`config.mk`:
```
export PLATFORM = sky130hd
export DESIGN_NAME = byte_load_seq
export DESIGN_NICKNAME = d
export VERILOG_FILES = /design/src/rtl/byte_load_seq_pkg.sv /design/src/rtl/byte_load_seq_load_ext.sv /design/src/rtl/byte_load_seq.sv
export SDC_FILE = /design/constraint.sdc
export NUM_CORES = 1
export LEC_CHECK = 0
export BUFFER_PORTS_ARGS = -buffer_cell sky130_fd_sc_hd__buf_2
export CORE_UTILIZATION = 35
export DETAILED_ROUTE_END_ITERATION = 7
export SLEW_MARGIN = 40
export SYNTH_ARGS = -nofsm -noshare
export SYNTH_HDL_FRONTEND = slang
export SYNTH_SLANG_ARGS = --single-unit
```
`constraint.sdc`:
```
create_clock -name clk -period 3.6 [get_ports clk]
set_input_delay 0.36 -clock clk [delete_from_list [all_inputs] [get_ports clk]]
set_output_delay 0.36 -clock clk [all_outputs]
set_load 0.05 [all_outputs]
```
`src/rtl/byte_load_seq_pkg.sv`:
```
`default_nettype none
// ============================================================================
// Module      : byte_load_seq_pkg
// Description : Shared definitions for the byte-serial load sequencer.
//               Holds the load size encodings, the sequencer state encoding
//               and helpers for the byte count and alignment test.
// Revision    : 1.0 - initial release
// ============================================================================
package byte_load_seq_pkg;

    // Load size encodings as presented on req_size
    localparam logic [1:0] SZ_BYTE    = 2'd0;
    localparam logic [1:0] SZ_HALF    = 2'd1;
    localparam logic [1:0] SZ_WORD    = 2'd2;
    localparam logic [1:0] SZ_ILLEGAL = 2'd3;

    // Sequencer state encoding
    localparam logic [1:0] ST_IDLE    = 2'd0;
    localparam logic [1:0] ST_FETCH   = 2'd1;
    localparam logic [1:0] ST_CAPTURE = 2'd2;
    localparam logic [1:0] ST_DONE    = 2'd3;

    // Number of bytes transferred for a given size; 0 for the illegal code
    function automatic logic [2:0] size_to_nbytes(input logic [1:0] size);
        logic [2:0] n;
        case (size)
            SZ_BYTE: n = 3'd1;
            SZ_HALF: n = 3'd2;
            SZ_WORD: n = 3'd4;
            default: n = 3'd0;
        endcase
        return n;
    endfunction

    // A request is rejected when it is not naturally aligned or the size
    // code is illegal
    function automatic logic is_bad_request(input logic [1:0] size,
                                            input logic [1:0] addr_lo);
        logic bad;
        case (size)
            SZ_BYTE: bad = 1'b0;
            SZ_HALF: bad = addr_lo[0];
            SZ_WORD: bad = (addr_lo != 2'b00);
            default: bad = 1'b1;
        endcase
        return bad;
    endfunction

endpackage
`default_nettype wire

```
`src/rtl/byte_load_seq_load_ext.sv`:
```
`default_nettype none
// ============================================================================
// Module      : load_ext
// Description : Combinational sign/zero extender for assembled load data.
//               Ports:
//                 i_asm    [31:0] little-endian assembled bytes
//                 i_size   [1:0]  load size code
//                 i_signed        1 = sign-extend, 0 = zero-extend
//                 o_data   [31:0] extended result (0 for illegal size)
// Revision    : 1.0 - initial release
// ============================================================================
module load_ext
    import byte_load_seq_pkg::*;
(
    input  logic [31:0] i_asm,
    input  logic [1:0]  i_size,
    input  logic        i_signed,
    output logic [31:0] o_data
);

    always_comb begin
        o_data = '0;
        case (i_size)
            SZ_BYTE: o_data = {{24{i_signed & i_asm[7]}},  i_asm[7:0]};
            SZ_HALF: o_data = {{16{i_signed & i_asm[15]}}, i_asm[15:0]};
            SZ_WORD: o_data = i_asm;
            default: o_data = '0;
        endcase
    end

endmodule
`default_nettype wire

```
`src/rtl/byte_load_seq.sv`:
```
`default_nettype none
// ============================================================================
// Module      : byte_load_seq
// Description : Fetches a byte/halfword/word load one byte at a time from a
//               byte-wide memory, assembles it little-endian, extends it to
//               32 bits and returns it with a single-cycle response strobe.
//               Ports:
//                 clk, rst_n                 clock, async active-low reset
//                 req_valid/req_ready        request handshake
//                 req_addr/req_size/req_signed  request fields
//                 mem_rd_en/mem_addr         byte read command
//                 mem_rdata                  read data, one cycle after rd_en
//                 resp_valid/resp_data/resp_err  response
// Revision    : 1.0 - initial release
// ============================================================================
module byte_load_seq
    import byte_load_seq_pkg::*;
(
    input  logic        clk,
    input  logic        rst_n,
    input  logic        req_valid,
    output logic        req_ready,
    input  logic [31:0] req_addr,
    input  logic [1:0]  req_size,
    input  logic        req_signed,
    output logic        mem_rd_en,
    output logic [31:0] mem_addr,
    input  logic [7:0]  mem_rdata,
    output logic        resp_valid,
    output logic [31:0] resp_data,
    output logic        resp_err
);

    logic [1:0]  r_state;
    logic [31:0] r_base;
    logic [1:0]  r_size;
    logic        r_signed;
    logic [2:0]  r_nbytes;
    logic [2:0]  r_count;
    logic [31:0] r_asm;

    logic        r_req_ready;
    logic        r_mem_rd_en;
    logic [31:0] r_mem_addr;
    logic        r_resp_valid;
    logic [31:0] r_resp_data;
    logic        r_resp_err;

    logic        w_accept;
    logic        w_req_bad;
    logic [2:0]  w_count_inc;
    logic [31:0] w_asm_next;
    logic [31:0] w_ext_data;

    assign w_accept    = req_valid & r_req_ready;
    assign w_req_bad   = is_bad_request(req_size, req_addr[1:0]);
    assign w_count_inc = r_count + 3'd1;

    // Assembly register with the byte arriving this cycle merged into its
    // lane. The extender works on this merged view so the final byte is
    // included in the response registered on the way into DONE.
    always_comb begin
        w_asm_next = r_asm;
        case (r_count[1:0])
            2'd0: w_asm_next[7:0]   = mem_rdata;
            2'd1: w_asm_next[15:8]  = mem_rdata;
            2'd2: w_asm_next[23:16] = mem_rdata;
            default: w_asm_next[31:24] = mem_rdata;
        endcase
    end

    load_ext u_load_ext (
        .i_asm    (w_asm_next),
        .i_size   (r_size),
        .i_signed (r_signed),
        .o_data   (w_ext_data)
    );

    // Response registers are loaded on the edge that enters DONE, so
    // resp_valid is high for exactly the DONE cycle.
    always_ff @(posedge clk or negedge rst_n) begin
        if (!rst_n) begin
            r_state      <= ST_IDLE;
            r_base       <= '0;
            r_size       <= SZ_BYTE;
            r_signed     <= 1'b0;
            r_nbytes     <= '0;
            r_count      <= '0;
            r_asm        <= '0;
            r_req_ready  <= 1'b1;
            r_mem_rd_en  <= 1'b0;
            r_mem_addr   <= '0;
            r_resp_valid <= 1'b0;
            r_resp_data  <= '0;
            r_resp_err   <= 1'b0;
        end else begin
            case (r_state)
                ST_IDLE: begin
                    if (w_accept) begin
                        r_req_ready <= 1'b0;
                        r_base      <= req_addr;
                        r_size      <= req_size;
                        r_signed    <= req_signed;
                        r_nbytes    <= size_to_nbytes(req_size);
                        r_count     <= '0;
                        r_asm       <= '0;
                        if (w_req_bad) begin
                            // Rejected without touching memory
                            r_state      <= ST_DONE;
                            r_resp_valid <= 1'b1;
                            r_resp_err   <= 1'b1;
                            r_resp_data  <= '0;
                        end else begin
                            r_state     <= ST_FETCH;
                            r_mem_rd_en <= 1'b1;
                            r_mem_addr  <= req_addr;
                        end
                    end
                end
                ST_FETCH: begin
                    r_mem_rd_en <= 1'b0;
                    r_state     <= ST_CAPTURE;
                end
                ST_CAPTURE: begin
                    r_asm   <= w_asm_next;
                    r_count <= w_count_inc;
                    if (w_count_inc == r_nbytes) begin
                        r_state      <= ST_DONE;
                        r_resp_valid <= 1'b1;
                        r_resp_data  <= w_ext_data;
                        r_resp_err   <= 1'b0;
                    end else begin
                        r_state     <= ST_FETCH;
                        r_mem_rd_en <= 1'b1;
                        r_mem_addr  <= r_base + {29'd0, w_count_inc};
                    end
                end
                ST_DONE: begin
                    r_resp_valid <= 1'b0;
                    r_req_ready  <= 1'b1;
                    r_state      <= ST_IDLE;
                end
                default: begin
                    r_state <= ST_IDLE;
                end
            endcase
        end
    end

    assign req_ready  = r_req_ready;
    assign mem_rd_en  = r_mem_rd_en;
    assign mem_addr   = r_mem_addr;
    assign resp_valid = r_resp_valid;
    assign resp_data  = r_resp_data;
    assign resp_err   = r_resp_err;

endmodule
`default_nettype wire

```
==> impl_metrics.yaml, run 1 <==
clock_network:
  cts_root_buffer: "clkbuf_16"
  postCtsSetupBuffers: 0
  clockBufferDepth: 2
  clock_sinks: 143
  cts-buffers-inserted: 17
  cts_tree: "yes"
  htreeDepth: 4
  clkLatencyLatePin_ns: 0.43
  cts-resized-gates: 0
  clk_pin_slew_ns: 0.07
critical_path:
  crit_slowest_cell: "dfrtp_1"
  path_delay_family: "adder cells"
  worstSetupPathType: "reg2reg"
  cp_data_required_time_ns: 3.96
  endpoint_kind: "flop"
  slowest_delay_ns: 0.44
  worst_setup_path_start_kind: "flop"
  cp_cell_sequence: "inv_1 > ha_1 > inv_1 > fa_1 > nor2b_1 > o21ai_0 > or3_1 > a31o_2 > o21ai_0"
  crit_fanout: 5
  crit_buf_inv: 2
  arrival_ns: 3.11
timing:
  finalClockSkew_ns: 0.0117
  layout_min_cycle_time_ns: 2.76
  rsz0062_at_grt: "false"
  worst_slew_pin_slew_ns: 0.750
  relSlewSlack: 0.500
  slew_violations: 0
  final_hold_viol_count: 0
  setup_viol: 0
  fmax_mhz: 363
  finalCritPeriodShare: 0.765
  tns_ns: 0
finish:
  area_delta_synth_final_pct: 19.9
  final_common_cell: "nand2_1"
  fill_cells: 1949
  mostFrequentLayoutCells: "nand2_1 (185), dfrtp_1 (142), buf_2 (112)"
  layout.nets: 886
  drive_gt1_frac: 0.237
pwr:
  peakVddDrop_mv: 0.502
  power_leakage_nw: 4.01
  p_total_mw: 8.79
  powerDensity_nw_per_um2: 1030
die:
  fp-row-count: 51
  die_h_um: 145
  die_w_um: 145
  initial_core_util: 0.361
  core_um2: 19700
  io_pins: 114
  fp.dieArea_um2: 20900
logic_synthesis:
  synthCells: 736
  synth_warnings: 0
  ys_ff_latch: 143
  synthArstFlopShare: 1.00
  ys_types: 55
  synth-seq-area-share: 0.503
  syn-cell-area_um2: 7120
  synth_flop_cell: "dfrtp_1"
  synth_edf_count: 0
  syn_nets: 791
  avgSynthCellArea_um2: 9.67
outcome:
  status: "finished clean"
global_routing:
  grtUsageMet1: 0.254
  grt_antenna_before_repair: 3
  busiest_layer: "met2"
  use_met3: 0.0464
  grt_pass1_vias: 5757
  met2_usage: 0.314
  grt_overflow_total: 0
  grt_max_degree: 91
  grt_pass1_wl_um: 30700
  grt.total_usage: 0.194
routing:
  via_per_inst: 5.13
  avgRoutedWirePerCell_um: 17.1
  dr.first_iter.drc_count: 264
  drc: 0
  antenna_left: 0
  wl_um: 19000
  vias: 5701
  dr.pass1.iters: 5
run:
  max_cap_viol_count: 0
placement:
  place_congestion: 0.790
  hpwlAfterDp_um: 12400
  io_buffers: 113
worst_hold_path:
  hold_path_class: "in2reg"
per-layer routing:
layer  vias to the layer above  share of wire
li1                       2792              -
met4                         0         0.0094
met5                         -              0
met2                       154           0.47
met3                        15          0.050
met1                      2740           0.47
sequential cells by signal, indices dropped and copies added, names as in the netlist:
register	count
r_count	3
r_signed	1
mem_rd_en	1
mem_addr	32
resp_data	32
r_base	32
r_state	2
resp_valid	1
r_nbytes	3
r_asm	32
req_ready	1
r_size	2
resp_err	1
cells by family (layout without fill, tap and decap cells):
family,after synthesis,in the layout,share of synthesized area
simple gates,288,288,0.178
compound gates,175,175,0.175
flops,143,143,0.503
buf+inv,63,171,0.0438
mux,33,33,0.0504
xor+xnor,25,25,0.0330
fa+ha+maj,9,9,0.0169
other cells,0,3,0
worst min-delay path: stages:
cell,delay (ns)
buf_2,0.08
nand2_1,0.04
nand2_1,0.04
metrics by stage:
stage / cell area [um2] / setup WS, ns / hold WS (ns) / util / std cells
5_1_grt: 8530 / 0.636 / 0.124 / 0.433 / 1109
6_report: 8540 / 0.845 / 0.127 / 0.433 / 1112
4_1_cts: 8530 / 0.829 / 0.116 / 0.432 / 1109
3_5_place_dp: 7920 / 0.853 / 0.436 / 0.402 / 1076
2_1_floorplan: 7120 / 1.06 / 0.0644 / - / 736
3_3_place_gp: 7910 / 0.941 / 0.457 / 0.401 / 1076
power by group:
part | internal [mW] | switching (mW) | total (mW)
Sequential | 2.28 | 0.549 | 2.83
Combinational | 1.32 | 2.83 | 4.15
Clock | 1.04 | 0.770 | 1.81
Yosys cell counts (10+ instances only):
cell | count | area (um2)
a21oi_1 | 28 | 140
a22o_1 | 31 | 272
clkbuf_1 | 32 | 120
dfrtp_1 | 142 | 3550
inv_1 | 10 | 37.5
mux2_2 | 23 | 259
mux2i_1 | 10 | 100
nand2_1 | 185 | 694
nand3_1 | 19 | 95.1
nor2_1 | 27 | 101
nor3_1 | 19 | 95.1
o211ai_1 | 12 | 90.1
o21ai_0 | 33 | 165
o31ai_1 | 30 | 225
xnor2_1 | 21 | 184
timing repair:
| item | 4_1_cts | 5_1_grt |
|---|---|---|
| endpoints found under the hold margin | 88 | 0 |
| setup endpoints to repair | 0 | 0 |
| hold buffers | 1 | 0 |
path summary, 6_finish.rpt:
path | startpoint | endpoint | slack (ns) | cells past startpoint
max in group asynchronous | rst_n | mem_addr[29]$_DFFE_PN0P_ | 2.28 | 3
max | r_count[0]$_DFFE_PN0P_ | mem_addr[10]$_DFFE_PN0P_ | 0.84 | 9
min in group asynchronous | rst_n | resp_data[2]$_DFFE_PN0P_ | 0.55 | 2
min reg2reg | resp_data[30]$_DFFE_PN0P_ | resp_data[30]$_DFFE_PN0P_ | 0.47 | 2
max reg2reg | r_count[0]$_DFFE_PN0P_ | mem_addr[10]$_DFFE_PN0P_ | 0.84 | 9
min | req_addr[14] | r_base[14]$_DFFE_PN0P_ | 0.13 | 3
cell type report:
class / instances / area, um2 / area share
flip-flops and latches: 143 / 3580 / 0.419
multi-input cells: 530 / 3260 / 0.382
repair buffers: 129 / 723 / 0.0847
clock buffers: 17 / 425 / 0.0498
well taps: 265 / 332 / 0.0388
clock inverters: 15 / 174 / 0.0204
inverters: 10 / 37.5 / 0.00440
diodes: 3 / 7.51 / 0.000879
Power figures use the tool's default switching activity.
==> inputs of run 2 (changes only) <==
- clock period: 3.6 -> 2.24 ns (I/O delays scaled with it)
==> run 2 against run 1 <==
The run now ends with setup timing left. Core utilization grew 6.0 points. Clock skew up 0.0018 ns. Total power up 78%. Wire length rose by 5.2%. Critical endpoint is now mem_addr[16]$_DFFE_PN0P_. Largest cell class is now multi-input gates.
==> impl_metrics.yaml, run 2 (same netlist as run 1, synthesis figures left out) <==
outcome:
  status: "finished with violations"
  violations: "setup timing"
worst_hold_path:
  hold_path_class: "in2reg"
  holdPathStages: 3
  min_from: "req_addr[22]"
  holdPathEnd: "r_base[22]$_DFFE_PN0P_"
finish:
  final_cells: 1190
  layout.nets: 965
  regArea_um2: 3580
  final_area_um2: 9720
  drive_gt1_frac: 0.337
  area_delta_synth_final_pct: 36.6
  mostFrequentLayoutCells: "nand2_1 (185), dfrtp_1 (142), buf_2 (112)"
  multi_input_area_um2: 3600
  final_common_cell: "nand2_1"
  fill_cells: 1841
critical_path:
  path_delay_family: "compound AO/OA/AOI/OAI gates"
  rrSetupSlack_ns: -0.08
  arrival_ns: 2.63
  slowest_delay_ns: 0.40
  crit_slowest_cell: "dfrtp_1"
  crit_fanout: 6
  reg2reg_from: "r_count[0]$_DFFE_PN0P_"
  worstSetupPathType: "reg2reg"
  r2r_end: "mem_addr[16]$_DFFE_PN0P_"
  endpoint_kind: "flop"
  cp_data_required_time_ns: 2.55
  worst_setup_path_start_kind: "flop"
  cp_cell_sequence: "ha_2 > xor2_2 > ha_4 > buf_6 > nor2b_4 > o2111ai_4 > buf_12 > buf_16 > o21a_1 > o22ai_2 > o21ai_1"
  reg2reg_depth: 11
  crit_buf_inv: 3
global_routing:
  grt_pass1_wl_um: 32000
  grt_antenna_before_repair: 1
  grt_max_degree: 64
  grt_overflow_total: 0
  grt_pass1_vias: 5984
  grt.total_usage: 0.202
die:
  core_um2: 19700
  fp.dieArea_um2: 20900
  die_w_um: 145
  die_h_um: 145
  fp-row-count: 51
  io_pins: 114
  initial_core_util: 0.361
routing:
  drc: 0
  vias: 6097
  via_per_inst: 5.12
  dr.pass1.iters: 5
  antenna_left: 0
  wl_um: 20000
  avgRoutedWirePerCell_um: 16.8
  dr.first_iter.drc_count: 378
clock_network:
  cts_root_buffer: "clkbuf_16"
  clock_sinks: 143
  cts_tree: "yes"
  htreeDepth: 4
  clockBufferDepth: 2
  cts-buffers-inserted: 17
  clk_pin_slew_ns: 0.07
  clkLatencyLatePin_ns: 0.43
timing:
  finalCritPeriodShare: 1.03
  worst_slack_ns: -0.0762
  worst_slew_pin_slew_ns: 0.869
  slew_violations: 0
  final_hold_viol_count: 0
  fmax_mhz: 432
  relSlewSlack: 0.417
  setup_viol: 32
  rsz0062_at_grt: "true"
  layout_min_cycle_time_ns: 2.32
  finalClockSkew_ns: 0.0135
pwr:
  p_total_mw: 15.7
  powerDensity_nw_per_um2: 1610
  peakVddDrop_mv: 1.04
  power_leakage_nw: 4.63
placement:
  dp_cells: 1120
  placed_area_um2: 8320
  place_congestion: 0.797
  io_buffers: 113
  hpwlAfterDp_um: 13100
run:
  max_cap_viol_count: 0
==> run 2: area by class of cell <==
cell class,count,area share
antenna,2,0.000515
tap,265,0.0341
multi-input combinational,530,0.371
inverter,10,0.00386
clock buffer,17,0.0438
timing repair buffer,208,0.161
sequential,143,0.368
clock inverter,15,0.0179
==> run 2: metal layers <==
layer | up-vias | global-route usage | share of wire
met4 | 0 | 0.0676 | 0.016
met1 | 2958 | 0.258 | 0.45
met3 | 25 | 0.0417 | 0.043
li1 | 2953 | - | -
met2 | 161 | 0.339 | 0.49
met5 | - | 0 | 0
==> run 2: power breakdown <==
part	internal [mW]	leakage [nW]	total, mW	switching, mW
logic	3.18	2.50	8.26	5.09
registers	3.67	1.84	4.48	0.812
clock network	1.68	0.293	2.91	1.23
total	8.52	4.63	15.7	7.13
==> run 2: metrics by stage <==
stage,TNS [ns],setup slack [ns],utilization,hold slack [ns]
finish,-0.994,-0.0762,0.493,0.0107
global route,-5.29,-0.183,0.493,0.00245
CTS,-0.335,-0.0536,0.486,0.000428
detailed placement,-4.73,-0.241,0.422,0.271
global placement,-3.63,-0.225,0.422,0.272
floorplan,-0.150,-0.0401,-,-0.0716
==> run 2: worst max-delay path by stage <==
stage	start	end	slack [ns]	cells after the start
6_report	r_count[0]$_DFFE_PN0P_	mem_addr[16]$_DFFE_PN0P_	-0.08	11
5_1_grt	r_count[0]$_DFFE_PN0P_	mem_addr[14]$_DFFE_PN0P_	-0.18	11
2_1_floorplan	r_count[0]$_DFFE_PN0P_	mem_addr[26]$_DFFE_PN0P_	-0.04	10
3_3_place_gp	r_count[0]$_DFFE_PN0P_	mem_addr[27]$_DFFE_PN0P_	-0.23	9
3_5_place_dp	r_count[0]$_DFFE_PN0P_	mem_addr[27]$_DFFE_PN0P_	-0.24	9
4_1_cts	r_count[0]$_DFFE_PN0P_	mem_addr[31]$_DFFE_PN0P_	-0.05	9
==> run 2: tightest hold or removal path: cells and delay by family <==
kind / cells / cell delay (ns)
buffers and inverters: 1 / 0.09
AND/OR/NAND/NOR: 2 / 0.09
==> run 2: what timing repair did <==
| item | 4_1_cts | 5_1_grt |
|---|---|---|
| pin swaps | 25 | 19 |
| hold endpoints to repair | 74 | 0 |
| endpoints found under the setup margin | 57 | 61 |
| resized for setup | 52 | 21 |
| setup buffers | 14 | 1 |
| hold buffers | 17 | 0 |
| gates cloned | 4 | 0 |
==> inputs of run 3 (changes only) <==
- SETUP_SLACK_MARGIN: not set -> 0.1
- clock period: 2.24 -> 2.6 ns (I/O delays scaled with it)
==> run 3 against run 2 <==
The run now ends clean. Total power fell by 20%. Count of clock-buffer cells in the layout is the same. Wire length is 3.3% lower. Design area is 9.5% lower. Final cell count fell by 4.4%. Register-to-register slack better by 0.20 ns. Die area did not move. Combinational power decreased by 25%. Via count down 3.0%. Setup slack better by 0.20 ns. Hold slack better by 0.031 ns. Non-clock buffer count decreased by 52. Critical endpoint is now mem_addr[31]$_DFFE_PN0P_.
==> impl_metrics.yaml, run 3 (same netlist as run 1, synthesis figures left out) <==
outcome:
  status: "finished clean"
critical_path:
  endpoint_kind: "flop"
  worstSetupPathType: "reg2reg"
  cp_data_required_time_ns: 2.95
  startpoint: "r_count[0]$_DFFE_PN0P_"
  reg2reg_from: "r_count[0]$_DFFE_PN0P_"
  worst_setup_path_start_kind: "flop"
  crit_fanout: 14
  arrival_ns: 2.82
pwr:
  power_leakage_nw: 4.17
  sequentialPowerShare: 0.309
  clockPowerShare: 0.198
  power_frac_comb: 0.494
  switching_share: 0.471
  intPower_mw: 6.61
  peakVddDrop_mv: 0.819
  p_total_mw: 12.5
  switchingPower_mw: 5.88
  powerDensity_nw_per_um2: 1420
routing:
  via_per_inst: 5.20
  avgRoutedWirePerCell_um: 17.0
  dr.first_iter.drc_count: 308
  drc: 0
  dr.pass1.iters: 5
  vias: 5913
  antenna_left: 0
  wl_um: 19300
placement:
  hpwlAfterDp_um: 13000
  dp_cells: 1101
  io_buffers: 113
  place_ws_ns: -0.0209
  place_congestion: 0.822
  placed_area_um2: 8100
worst_hold_path:
  hold_path_class: "in2reg"
  min_from: "req_size[0]"
finish:
  mostFrequentLayoutCells: "nand2_1 (185), dfrtp_1 (142), buf_2 (112)"
  final_common_cell: "nand2_1"
  drive_gt1_frac: 0.276
  final_cells: 1138
  layout.nets: 913
  fin_util: 0.446
  final_area_um2: 8800
  area_delta_synth_final_pct: 23.6
  fill_cells: 1936
timing:
  worst_slack_ns: 0.126
  setup_viol: 0
  finalClockSkew_ns: 0.0134
  rsz0062_at_grt: "true"
  whs_ns: 0.0413
  worst_slew_pin_slew_ns: 0.815
  slew_violations: 0
  tns_ns: 0
  fmax_mhz: 404
  final_hold_viol_count: 0
  finalCritPeriodShare: 0.952
  relSlewSlack: 0.457
  layout_min_cycle_time_ns: 2.47
clock_network:
  clock_sinks: 143
  cts-buffers-inserted: 17
  htreeDepth: 4
  clockBufferDepth: 2
  cts_root_buffer: "clkbuf_16"
  clk_pin_slew_ns: 0.06
  clkLatencyLatePin_ns: 0.42
  cts_tree: "yes"
run:
  max_cap_viol_count: 0
die:
  fp-row-count: 51
  core_um2: 19700
  io_pins: 114
  die_w_um: 145
  fp.dieArea_um2: 20900
  die_h_um: 145
  initial_core_util: 0.361
global_routing:
  grt_antenna_before_repair: 2
  grt_overflow_total: 0
  grt.total_usage: 0.198
  grt_pass1_vias: 5913
  grt_max_degree: 69
  grt_pass1_wl_um: 31300
-- run 3: changes by cell type in the layout (fill, tap and decap cells not counted), sizes merged --
cell | previous run | this run
buf | 190 | 155
dlygate4sd3 | 17 | 1
clkinvlp | 1 | 2
bufinv | 2 | 1
bufbuf | 1 | 0
-- run 3: final timing paths --
check                      slack [ns]  cells past startpoint                       end
setup / recovery                 0.13                      9  mem_addr[31]$_DFFE_PN0P_
hold / removal                   0.04                      2   r_nbytes[0]$_DFFE_PN0P_
setup reg to reg                 0.13                      9  mem_addr[31]$_DFFE_PN0P_
hold reg to reg                  0.47                      2    resp_valid$_DFFE_PN0P_
max in group asynchronous        1.49                      3     r_asm[13]$_DFFE_PN0P_
min in group asynchronous        0.34                      2  resp_data[3]$_DFFE_PN0P_
-- run 3: metal layers --
metal	vias up	routed length [um]	GRT usage	part of all wire
li1	2834	-	-	-
met1	2900	8920	0.262	0.46
met2	162	9360	0.324	0.48
met3	17	801	0.0358	0.041
met4	0	253	0.0648	0.013
met5	-	0	0	0
-- run 3: cell type report --
| cell class | instances | area [um2] | share of cell area |
|---|---|---|---|
| sequential | 143 | 3580 | 0.407 |
| antenna | 2 | 5.00 | 0.000569 |
| tap | 265 | 332 | 0.0377 |
| inverter | 10 | 37.5 | 0.00427 |
| clock buffer | 17 | 425 | 0.0484 |
| clock inverter | 15 | 168 | 0.0191 |
| multi-input combinational | 530 | 3320 | 0.377 |
| timing repair buffer | 156 | 930 | 0.106 |
-- run 3: power groups by stage --
stage               Combinational (mW)  Sequential (mW)  Clock [mW]
floorplan                         3.09             5.20           0
global placement                  6.06             3.85           0
detailed placement                6.11             3.88           0
CTS                               6.16             3.85        2.53
global route                      6.71             4.00        2.62
finish                            6.17             3.86        2.47
-- run 3: repair_timing --
action | CTS | global route
resized for setup | 4 | 13
setup buffers | 1 | 1
hold buffers | 1 | 0
hold endpoints to repair | 43 | 0
pin swaps | 2 | 3
setup endpoints to repair | 3 | 14
-- run 3: worst max-delay path: stages (launching register included) --
cell	delay (ns)
dfrtp_1	0.40
ha_2	0.20
xor2_1	0.15
ha_1	0.32
and3_4	0.19
nor2_1	0.05
buf_6	0.15
or4_4	0.54
a211o_1	0.27
o21ai_1	0.13
